$ cat config.mk
export PLATFORM = sky130hd
export DESIGN_NAME = usb_uvc_payload_rx
export DESIGN_NICKNAME = d
export VERILOG_FILES = /design/src/rtl/usb_uvc_payload_rx.sv
export SDC_FILE = /design/constraint.sdc
export NUM_CORES = 1
export LEC_CHECK = 0
export BUFFER_PORTS_ARGS = -buffer_cell sky130_fd_sc_hd__buf_2
export CORE_MARGIN = 2
export CORE_UTILIZATION = 25
export DETAILED_ROUTE_END_ITERATION = 8
export PLACE_DENSITY = 0.42
export REMOVE_ABC_BUFFERS = 1
export SYNTH_ARGS = -nofsm -noshare
export SYNTH_HDL_FRONTEND = slang
export SYNTH_SLANG_ARGS = --single-unit
$ cat constraint.sdc
create_clock -name clk -period 1.97 [get_ports clk]
set_input_delay 0.197 -clock clk [delete_from_list [all_inputs] [get_ports clk]]
set_output_delay 0.197 -clock clk [all_outputs]
set_load 0.03 [all_outputs]
$ cat src/rtl/usb_uvc_payload_rx.sv
// UVC uncompressed payload receiver: strips packet headers, tracks FID/EOF framing, emits frame bytes.
// Optional statistics counters are enabled with `define UVC_RX_STATS_EN.
module usb_uvc_payload_rx #(
  parameter              FRAME_TYPE = "YUY2",
  parameter logic [13:0] FRAME_W    = 14'd320,
  parameter logic [13:0] FRAME_H    = 14'd240
) (
  input  logic        clk,
  input  logic        rst,
  input  logic [7:0]  pkt_data,
  input  logic        pkt_valid,
  input  logic        pkt_last,
  output logic        vf_sof,
  output logic        vf_valid,
  output logic [7:0]  vf_byte,
  output logic        vf_eof,
  output logic        err_hdr,
  output logic        err_short,
  output logic        err_long,
  output logic [15:0] frame_cnt,
  output logic [15:0] err_cnt
);

  localparam logic [31:0] FRAME_BYTES = 32'(FRAME_W) * 32'(FRAME_H) * 32'd2;
  localparam logic        IS_MONO     = (FRAME_TYPE == "MONO");
  // MONO frames end on the last Y byte, which sits one before the final wire byte
  localparam logic [31:0] LAST_IDX    = IS_MONO ? (FRAME_BYTES - 32'd2) : (FRAME_BYTES - 32'd1);

  typedef enum logic [2:0] {
    S_HLEN = 3'd0,
    S_BFH  = 3'd1,
    S_SKIP = 3'd2,
    S_PAY  = 3'd3,
    S_DROP = 3'd4
  } state_t;

  state_t      state_r, state_s;
  logic [3:0]  skip_r, skip_s;
  logic [31:0] bcnt_r, bcnt_s;
  logic        synced_r, synced_s;
  logic        prev_fid_r, prev_fid_s;
  logic        prev_eof_r, prev_eof_s;
  logic        seen_r, seen_s;
  logic        sof_pend_r, sof_pend_s;
  logic        long_r, long_s;
  logic        cur_eof_r, cur_eof_s;
  logic        end_ok_s;
  logic        vf_sof_r, vf_sof_s;
  logic        vf_valid_r, vf_valid_s;
  logic [7:0]  vf_byte_r, vf_byte_s;
  logic        vf_eof_r, vf_eof_s;
  logic        err_hdr_r, err_hdr_s;
  logic        err_short_r, err_short_s;
  logic        err_long_r, err_long_s;

  // Per-byte packet parsing and frame tracking
  always_comb begin
    state_s     = state_r;
    skip_s      = skip_r;
    bcnt_s      = bcnt_r;
    synced_s    = synced_r;
    prev_fid_s  = prev_fid_r;
    prev_eof_s  = prev_eof_r;
    seen_s      = seen_r;
    sof_pend_s  = sof_pend_r;
    long_s      = long_r;
    cur_eof_s   = cur_eof_r;
    end_ok_s    = 1'b0;
    vf_sof_s    = 1'b0;
    vf_valid_s  = 1'b0;
    vf_byte_s   = 8'h00;
    vf_eof_s    = 1'b0;
    err_hdr_s   = 1'b0;
    err_short_s = 1'b0;
    err_long_s  = 1'b0;
    if (pkt_valid) begin
      case (state_r)
        S_HLEN: begin
          skip_s = pkt_data[3:0] - 4'd2;
          if (pkt_last) begin
            err_hdr_s = 1'b1;
            synced_s  = 1'b0;
            state_s   = S_HLEN;
          end else if ((pkt_data < 8'd2) || (pkt_data > 8'd12)) begin
            err_hdr_s = 1'b1;
            state_s   = S_DROP;
          end else begin
            state_s   = S_BFH;
          end
        end
        S_BFH: begin
          prev_fid_s = pkt_data[0];
          prev_eof_s = pkt_data[1];
          cur_eof_s  = pkt_data[1];
          seen_s     = 1'b1;
          if (pkt_data[6]) begin
            err_hdr_s = 1'b1;
            synced_s  = 1'b0;
            state_s   = pkt_last ? S_HLEN : S_DROP;
          end else begin
            // seen_r blocks a frame start on the first header after reset
            if (seen_r && ((pkt_data[0] != prev_fid_r) || (!synced_r && prev_eof_r))) begin
              err_short_s = synced_r && (bcnt_r < FRAME_BYTES);
              synced_s    = 1'b1;
              bcnt_s      = 32'd0;
              sof_pend_s  = 1'b1;
              long_s      = 1'b0;
            end else begin
              synced_s    = synced_r;
            end
            if (pkt_last) begin
              state_s = S_HLEN;
              if (skip_r != 4'd0) begin
                err_hdr_s = 1'b1;
                synced_s  = 1'b0;
              end else begin
                end_ok_s  = 1'b1;
              end
            end else if (skip_r != 4'd0) begin
              state_s = S_SKIP;
            end else begin
              state_s = S_PAY;
            end
          end
        end
        S_SKIP: begin
          skip_s = skip_r - 4'd1;
          if (pkt_last) begin
            state_s = S_HLEN;
            if (skip_r != 4'd1) begin
              err_hdr_s = 1'b1;
              synced_s  = 1'b0;
            end else begin
              end_ok_s  = 1'b1;
            end
          end else if (skip_r == 4'd1) begin
            state_s = S_PAY;
          end else begin
            state_s = S_SKIP;
          end
        end
        S_PAY: begin
          if (synced_r) begin
            if (bcnt_r < FRAME_BYTES) begin
              if (!IS_MONO || !bcnt_r[0]) begin
                vf_valid_s = 1'b1;
                vf_byte_s  = pkt_data;
                vf_sof_s   = sof_pend_r;
                sof_pend_s = 1'b0;
                vf_eof_s   = (bcnt_r == LAST_IDX);
              end else begin
                vf_valid_s = 1'b0;
              end
              bcnt_s = bcnt_r + 32'd1;
            end else if (!long_r) begin
              err_long_s = 1'b1;
              long_s     = 1'b1;
            end else begin
              err_long_s = 1'b0;
            end
          end else begin
            bcnt_s = bcnt_r;
          end
          if (pkt_last) begin
            state_s  = S_HLEN;
            end_ok_s = 1'b1;
          end else begin
            state_s  = S_PAY;
          end
        end
        S_DROP: begin
          state_s = pkt_last ? S_HLEN : S_DROP;
        end
        default: begin
          state_s = S_HLEN;
        end
      endcase
      // EOF closes the frame at the end of a well-formed packet
      if (end_ok_s && cur_eof_s) begin
        if (synced_s && (bcnt_s < FRAME_BYTES)) begin
          err_short_s = 1'b1;
        end else begin
          err_short_s = err_short_s;
        end
        synced_s   = 1'b0;
        prev_eof_s = 1'b1;
      end else begin
        prev_eof_s = prev_eof_s;
      end
    end else begin
      state_s = state_r;
    end
  end

  // State and output registers
  always_ff @(posedge clk) begin
    if (rst) begin
      state_r     <= S_HLEN;
      skip_r      <= 4'd0;
      bcnt_r      <= 32'd0;
      synced_r    <= 1'b0;
      prev_fid_r  <= 1'b0;
      prev_eof_r  <= 1'b0;
      seen_r      <= 1'b0;
      sof_pend_r  <= 1'b0;
      long_r      <= 1'b0;
      cur_eof_r   <= 1'b0;
      vf_sof_r    <= 1'b0;
      vf_valid_r  <= 1'b0;
      vf_byte_r   <= 8'h00;
      vf_eof_r    <= 1'b0;
      err_hdr_r   <= 1'b0;
      err_short_r <= 1'b0;
      err_long_r  <= 1'b0;
    end else begin
      state_r     <= state_s;
      skip_r      <= skip_s;
      bcnt_r      <= bcnt_s;
      synced_r    <= synced_s;
      prev_fid_r  <= prev_fid_s;
      prev_eof_r  <= prev_eof_s;
      seen_r      <= seen_s;
      sof_pend_r  <= sof_pend_s;
      long_r      <= long_s;
      cur_eof_r   <= cur_eof_s;
      vf_sof_r    <= vf_sof_s;
      vf_valid_r  <= vf_valid_s;
      vf_byte_r   <= vf_byte_s;
      vf_eof_r    <= vf_eof_s;
      err_hdr_r   <= err_hdr_s;
      err_short_r <= err_short_s;
      err_long_r  <= err_long_s;
    end
  end

  assign vf_sof    = vf_sof_r;
  assign vf_valid  = vf_valid_r;
  assign vf_byte   = vf_byte_r;
  assign vf_eof    = vf_eof_r;
  assign err_hdr   = err_hdr_r;
  assign err_short = err_short_r;
  assign err_long  = err_long_r;

`ifdef UVC_RX_STATS_EN
  logic [15:0] frame_cnt_r;
  logic [15:0] err_cnt_r;

  // Frame counter wraps; error counter saturates and counts coincident errors once
  always_ff @(posedge clk) begin
    if (rst) begin
      frame_cnt_r <= 16'h0000;
      err_cnt_r   <= 16'h0000;
    end else begin
      if (vf_eof_s) begin
        frame_cnt_r <= frame_cnt_r + 16'h0001;
      end else begin
        frame_cnt_r <= frame_cnt_r;
      end
      if ((err_hdr_s || err_short_s || err_long_s) && (err_cnt_r != 16'hFFFF)) begin
        err_cnt_r <= err_cnt_r + 16'h0001;
      end else begin
        err_cnt_r <= err_cnt_r;
      end
    end
  end

  assign frame_cnt = frame_cnt_r;
  assign err_cnt   = err_cnt_r;
`else
  assign frame_cnt = 16'h0000;
  assign err_cnt   = 16'h0000;
`endif

endmodule

==> flow_metrics.tcl, run 1 <==
set metrics [dict create \
    status "finished, violations left" \
    violations "negative setup slack" \
    rsz0062_at_grt "yes" \
    place_ws_ns -0.295 \
    clockPowerShare_pct 49.6 \
    place.gp.congestion 0.817 \
    rows 40 \
    timing.final.ws_setup_ns -0.0811 \
    grtUsageTotal_pct 13.1 \
    p_int_w 0.00215 \
    path_clk_slew_ns 0.06 \
    dp.cells 629 \
    p_leak_nw 1.87 \
    hold_path.class "in -> reg" \
    cts-htree-levels 3 \
    clock_sinks 60 \
    finalWirelength_um 8430 \
    critPathLaunch "bcnt_r[27]" \
    whs_endpoint "vf_byte[4]" \
    finalMaxSlewViolations 0 \
    worstSkewPairLatency_ns 0.33 \
    area_delta_synth_final_pct 39.8 \
    cp.arrival_ns 2.28 \
    min_period_ns 2.05 \
    num-fill-cells 1310 \
    drive_gt1_share_pct 32.6 \
    synthArstFlopShare_pct 0 \
    synth_most_common_cell "dfxtp_1" \
    ys_warn_count 0 \
    clockRootBuffer "clkbuf_16" \
    cts_tree "done" \
    holdPathStages 2 \
    io_pins 58 \
    avgSynthCellArea_um2 8.33 \
    worstSetupEndpointType "register" \
    synth_area_leader_cell "dfxtp_1" \
    io_buffers 25 \
    routedWlPerCell_um 13.0 \
    via_per_inst 4.44 \
    syn_area_mm2 0.00312 \
    cts_hold_buf 0 \
    ir_drop_v 0.000375 \
    p_sw_share_pct 26.8 \
    synth-seq-cells 60 \
    hold_viol_final 0 \
    synthFlopType "dfxtp_1" \
    crit_required_ns 2.20 \
    core_area_mm2 0.0121 \
    antenna_found_initial 0 \
    synth_top_area_share_pct 38.5 \
    grt_pass1_vias 2780 \
    postSynthCellCount 375 \
    power.share.sequential_pct 41.7 \
    synthDistinctLibCells 59 \
    path_cells "nor4_4 -> nand4_1 -> buf_4 -> o32a_1 -> or4_4 -> xnor2_1 -> and2_1" \
    dieArea_mm2 0.0134 \
    cts_max_path_buffers 2 \
    seq_area_frac_synth_pct 38.5 \
    reg2reg_from "bcnt_r[27]" \
    fin_worst_skew_ns 0.00465 \
    hp-start "pkt_data[4]" \
    grt_max_degree 16 \
    die_w_um 116 \
    synth_area_leaders "dfxtp_1 38%, buf_4 7.9%, and2_1 5.0%, nor2_1 4.1%, nand2_1 3.6%" \
    rrSetupSlack_ns -0.08 \
    cts_buffers 9 \
    cp_max_fo 3 \
    start_util_pct 25.8 \
    first_pass_iters 4 \
    drc 0 \
    cp-start-kind "register" \
    post-dp-hpwl_um 6280 \
    reg2regPathDepth 7 \
    max_freq_ghz 0.488 \
    slowest_delay_ns 0.43 \
    powerDensity_mw_per_mm2 674 \
    synth_edf_count 0 \
    r2r_end "bcnt_r[7]" \
    p_comb_share_pct 8.7 \
    cpMaxStageDelayCell "or4_4" \
    fin_util_pct 36.0 \
    p_switching_w 0.000788 \
    period_share_pct 104 \
    synthTopCellsByCount "60 x dfxtp_1, 34 x nor2_1, 33 x buf_4" \
    ant_nets 0 \
    dieHeight_um 116 \
    dr_total_vias 2884 \
    fin_cells 649 \
    crit_type "reg -> reg" \
    n_antenna_cell 0 \
    finalSetupViolations 4 \
    maxCapViolCount 0 \
    layout.nets 493 \
    drtIter0Drc 139 \
    grt_pass1_wl_um 13600 \
    grt_overflow 0 \
]
power groups by stage:
stage	logic [W]	registers (W)	clock network (W)
after floorplan	0.000145	0.00126	0
after global placement	0.000249	0.00125	0
after detailed placement	0.000248	0.00125	0
after CTS	0.000251	0.00123	0.00151
after global routing	0.000280	0.00123	0.00156
final	0.000256	0.00123	0.00146
registers in the layout (all words and copies together) (netlist names), 3 cells and up:
signal   count
skip_r       4
vf_byte      8
bcnt_r      32
state_r      3
cells in the final DEF (no fill, tap or decap), drive strengths merged, types with 5 or more instances in the layout:
cell type,instances
a21oi,20
and2,25
buf,108
clkbuf,9
conb,32
dfxtp,60
ha,5
inv,8
mux2i,5
nand2,30
nand3,16
nand4,9
nor2,34
nor2b,5
nor3,16
nor4,8
o21ai,11
or4,5
xnor2,6
xor2,6
worst max-delay path: cells and delay by family (launching register included):
| kind | cells | cell delay [ns] |
|---|---|---|
| buf+inv | 1 | 0.18 |
| flops | 1 | 0.33 |
| compound gates | 1 | 0.32 |
| simple gates | 4 | 0.99 |
| xor+xnor | 1 | 0.13 |
layer usage:
metal  vias to the layer above  share of wire [%]  track usage (%)
li1                       1472                  -                -
met1                      1331                 48             17.0
met2                        70                 46             20.9
met3                        11                4.5             3.56
met4                         0                1.4             4.84
met5                         -                  0                0
logic make-up after synthesis:
family | synth area share, %
compound gates | 13.7
mux | 1.96
buf+inv | 10.9
flops | 38.5
other cells | 0.120
xor+xnor | 3.37
simple gates | 29.5
fa+ha+maj | 2.00
worst max path at each step:
stage                      end  slack (ns)  depth (start not counted)
floorplan            err_short       -0.36                          6
global placement    bcnt_r[11]       -0.27                          6
detailed placement  bcnt_r[11]       -0.29                          6
CTS                  err_short       -0.10                          9
global route         bcnt_r[7]       -0.18                          7
finish               bcnt_r[7]       -0.08                          7
through the flow:
stage / hold slack [ns] / power [W] / instance area, um^2 / setup TNS [ns]
6_report: 0.0802 / 0.00294 / 4370 / -0.196
3_5_place_dp: 0.419 / 0.00150 / 3870 / -2.18
2_1_floorplan: 0.266 / 0.00141 / 2930 / -1.20
4_1_cts: 0.0706 / 0.00299 / 4260 / -0.576
5_1_grt: 0.0856 / 0.00306 / 4370 / -1.25
3_3_place_gp: 0.412 / 0.00150 / 3870 / -1.88
cell type report:
| type | instances | area [um^2] | share of cell area [%] |
|---|---|---|---|
| Multi-Input combinational cell | 289 | 1870 | 42.9 |
| Clock buffer | 9 | 225 | 5.16 |
| Tap cell | 168 | 210 | 4.82 |
| Clock inverter | 7 | 52.6 | 1.20 |
| Inverter | 8 | 30.0 | 0.688 |
| Sequential cell | 60 | 1200 | 27.6 |
| Timing Repair Buffer | 108 | 768 | 17.6 |
timing repair:
| item | 4_1_cts | 5_1_grt |
|---|---|---|
| buffers inserted | 3 | 3 |
| pin swaps | 22 | 12 |
| resized for setup | 18 | 22 |
| endpoints found under the setup margin | 18 | 28 |
Note: power is estimated with default switching activity, not from simulation.
==> inputs of run 2 (changes only) <==
--- a/config.mk
+++ b/config.mk
@@ -9,7 +9,7 @@
 export CORE_MARGIN = 2
 export CORE_UTILIZATION = 25
 export DETAILED_ROUTE_END_ITERATION = 8
-export PLACE_DENSITY = 0.42
+export PLACE_DENSITY = 0.43
 export REMOVE_ABC_BUFFERS = 1
 export SYNTH_ARGS = -nofsm -noshare
 export SYNTH_HDL_FRONTEND = slang
==> run 2 against run 1 <==
The flow still finishes with violations (negative setup slack). Clock-buffer cell count increased by 1. Sequential power about the same. Clock skew increased by 0.0033 ns. Sequential share of layout area decreased by 0.71 points. Core utilization increased by 0.91 points.
==> flow_metrics.tcl, run 2 (synthesis results as in run 1) <==
set metrics [dict create \
    final_cell_mix "79 x buf_4, 58 x dfxtp_1, 34 x nor2_1" \
    rows 40 \
    p_leak_nw 1.93 \
    path_clk_slew_ns 0.06 \
    dr_total_vias 2930 \
    dieHeight_um 116 \
    worstSetupEndpointType "register" \
    drtIter0Drc 130 \
    critPathTopFamily "simple AND/OR/NAND/NOR gates" \
    crit_cells 7 \
    power_w 0.00333 \
    maxCapViolCount 0 \
    io_pins 58 \
    slowest_delay_ns 0.43 \
    first_pass_iters 4 \
    clock_sinks 60 \
    period_share_pct 109 \
    via_per_inst 4.52 \
    clockRootBuffer "clkbuf_16" \
    n_antenna_cell 0 \
    crit_type "reg -> reg" \
    hold_path.class "in -> reg" \
    start_util_pct 25.8 \
    cp.arrival_ns 2.36 \
    crit_required_ns 2.19 \
    layout.nets 492 \
    worstSkewPairLatency_ns 0.33 \
    hold_viol_final 0 \
    finalSetupViolations 26 \
    cp_max_fo 3 \
    finalWirelength_um 8750 \
    max_freq_ghz 0.467 \
    fin_cells 648 \
    grt_max_degree 18 \
    min_period_ns 2.14 \
    cts_tree "done" \
    finalMaxSlewViolations 0 \
    ir_drop_v 0.000375 \
    largest_register_ffs 32 \
    dieArea_mm2 0.0134 \
    grt_pass1_vias 2828 \
    holdPathStages 2 \
    path_cells "nor4_4 -> nand4_1 -> buf_4 -> o32a_1 -> or4_4 -> xnor2_1 -> and2_1" \
    dpl_cell_area_mm2 0.00385 \
    fin_util_pct 37.0 \
    area_delta_synth_final_pct 43.3 \
    post-dp-hpwl_um 6330 \
    cts-htree-levels 3 \
    cp-start-kind "register" \
    violations "negative setup slack" \
    die_w_um 116 \
    cts_max_path_buffers 2 \
    antenna_found_initial 0 \
    dp.cells 626 \
    drive_gt1_share_pct 33.8 \
    cts_buffers 9 \
    powerDensity_mw_per_mm2 744 \
    drc 0 \
    final_common_cell "buf_4" \
    fin_worst_skew_ns 0.00791 \
    routedWlPerCell_um 13.5 \
    timing.final.ws_setup_ns -0.170 \
    place.gp.congestion 0.822 \
    cpMaxStageDelayCell "or4_4" \
    grt_pass1_wl_um 13900 \
    cts_hold_buf 0 \
    ant_nets 0 \
    place_ws_ns -0.379 \
    fin_area_mm2 0.00448 \
    io_buffers 25 \
    num-fill-cells 1250 \
    status "finished, violations left" \
    grtUsageTotal_pct 13.4 \
    core_area_mm2 0.0121 \
    cp_num_buf_inv 1 \
    grt_overflow 0 \
    top_register "bcnt_r" \
    reg2regPathDepth 7 \
    rsz0062_at_grt "yes" \
]
run 2: layout make-up:
| class | instances | area [um^2] | share of cell area [%] |
|---|---|---|---|
| inverter | 8 | 30.0 | 0.671 |
| tap | 168 | 210 | 4.70 |
| multi-input combinational | 289 | 1920 | 42.8 |
| sequential | 60 | 1200 | 26.9 |
| clock inverter | 6 | 111 | 2.49 |
| timing repair buffer | 107 | 764 | 17.1 |
| clock buffer | 10 | 239 | 5.34 |
run 2: power breakdown:
part / total, W / switching (W) / internal (W)
clock: 0.00185 / 0.000578 / 0.00127
combinational: 0.000255 / 0.000178 / 0.0000769
sequential: 0.00123 / 0.00000482 / 0.00122
total: 0.00333 / 0.000760 / 0.00257
run 2: final timing paths:
path / from / endpoint / slack, ns
worst max register to register: bcnt_r[25] / bcnt_r[7] / -0.17
worst min register to register: bcnt_r[18] / bcnt_r[18] / 0.46
worst max-delay path: bcnt_r[25] / bcnt_r[7] / -0.17
worst min-delay path: pkt_data[4] / vf_byte[4] / 0.08
run 2: repair_timing:
item | CTS | global route
pin swaps | 22 | 20
resized for setup | 25 | 26
setup buffers | 2 | 4
setup endpoints to repair | 29 | 31
run 2: layer usage:
layer  global-route usage (%)  routed length (um)  up-vias
li1                         -                   -     1466
met1                     17.0                4020     1368
met2                     22.4                4180       82
met3                     3.14                 430       14
met4                     4.68                 121        0
met5                        0                   0        -
run 2: through the flow:
step	hold WS, ns	setup TNS (ns)
floorplan	0.266	-1.20
global placement	0.414	-2.17
detailed placement	0.417	-3.75
CTS	0.0784	-0.517
global route	0.0989	-5.12
finish	0.0847	-2.04
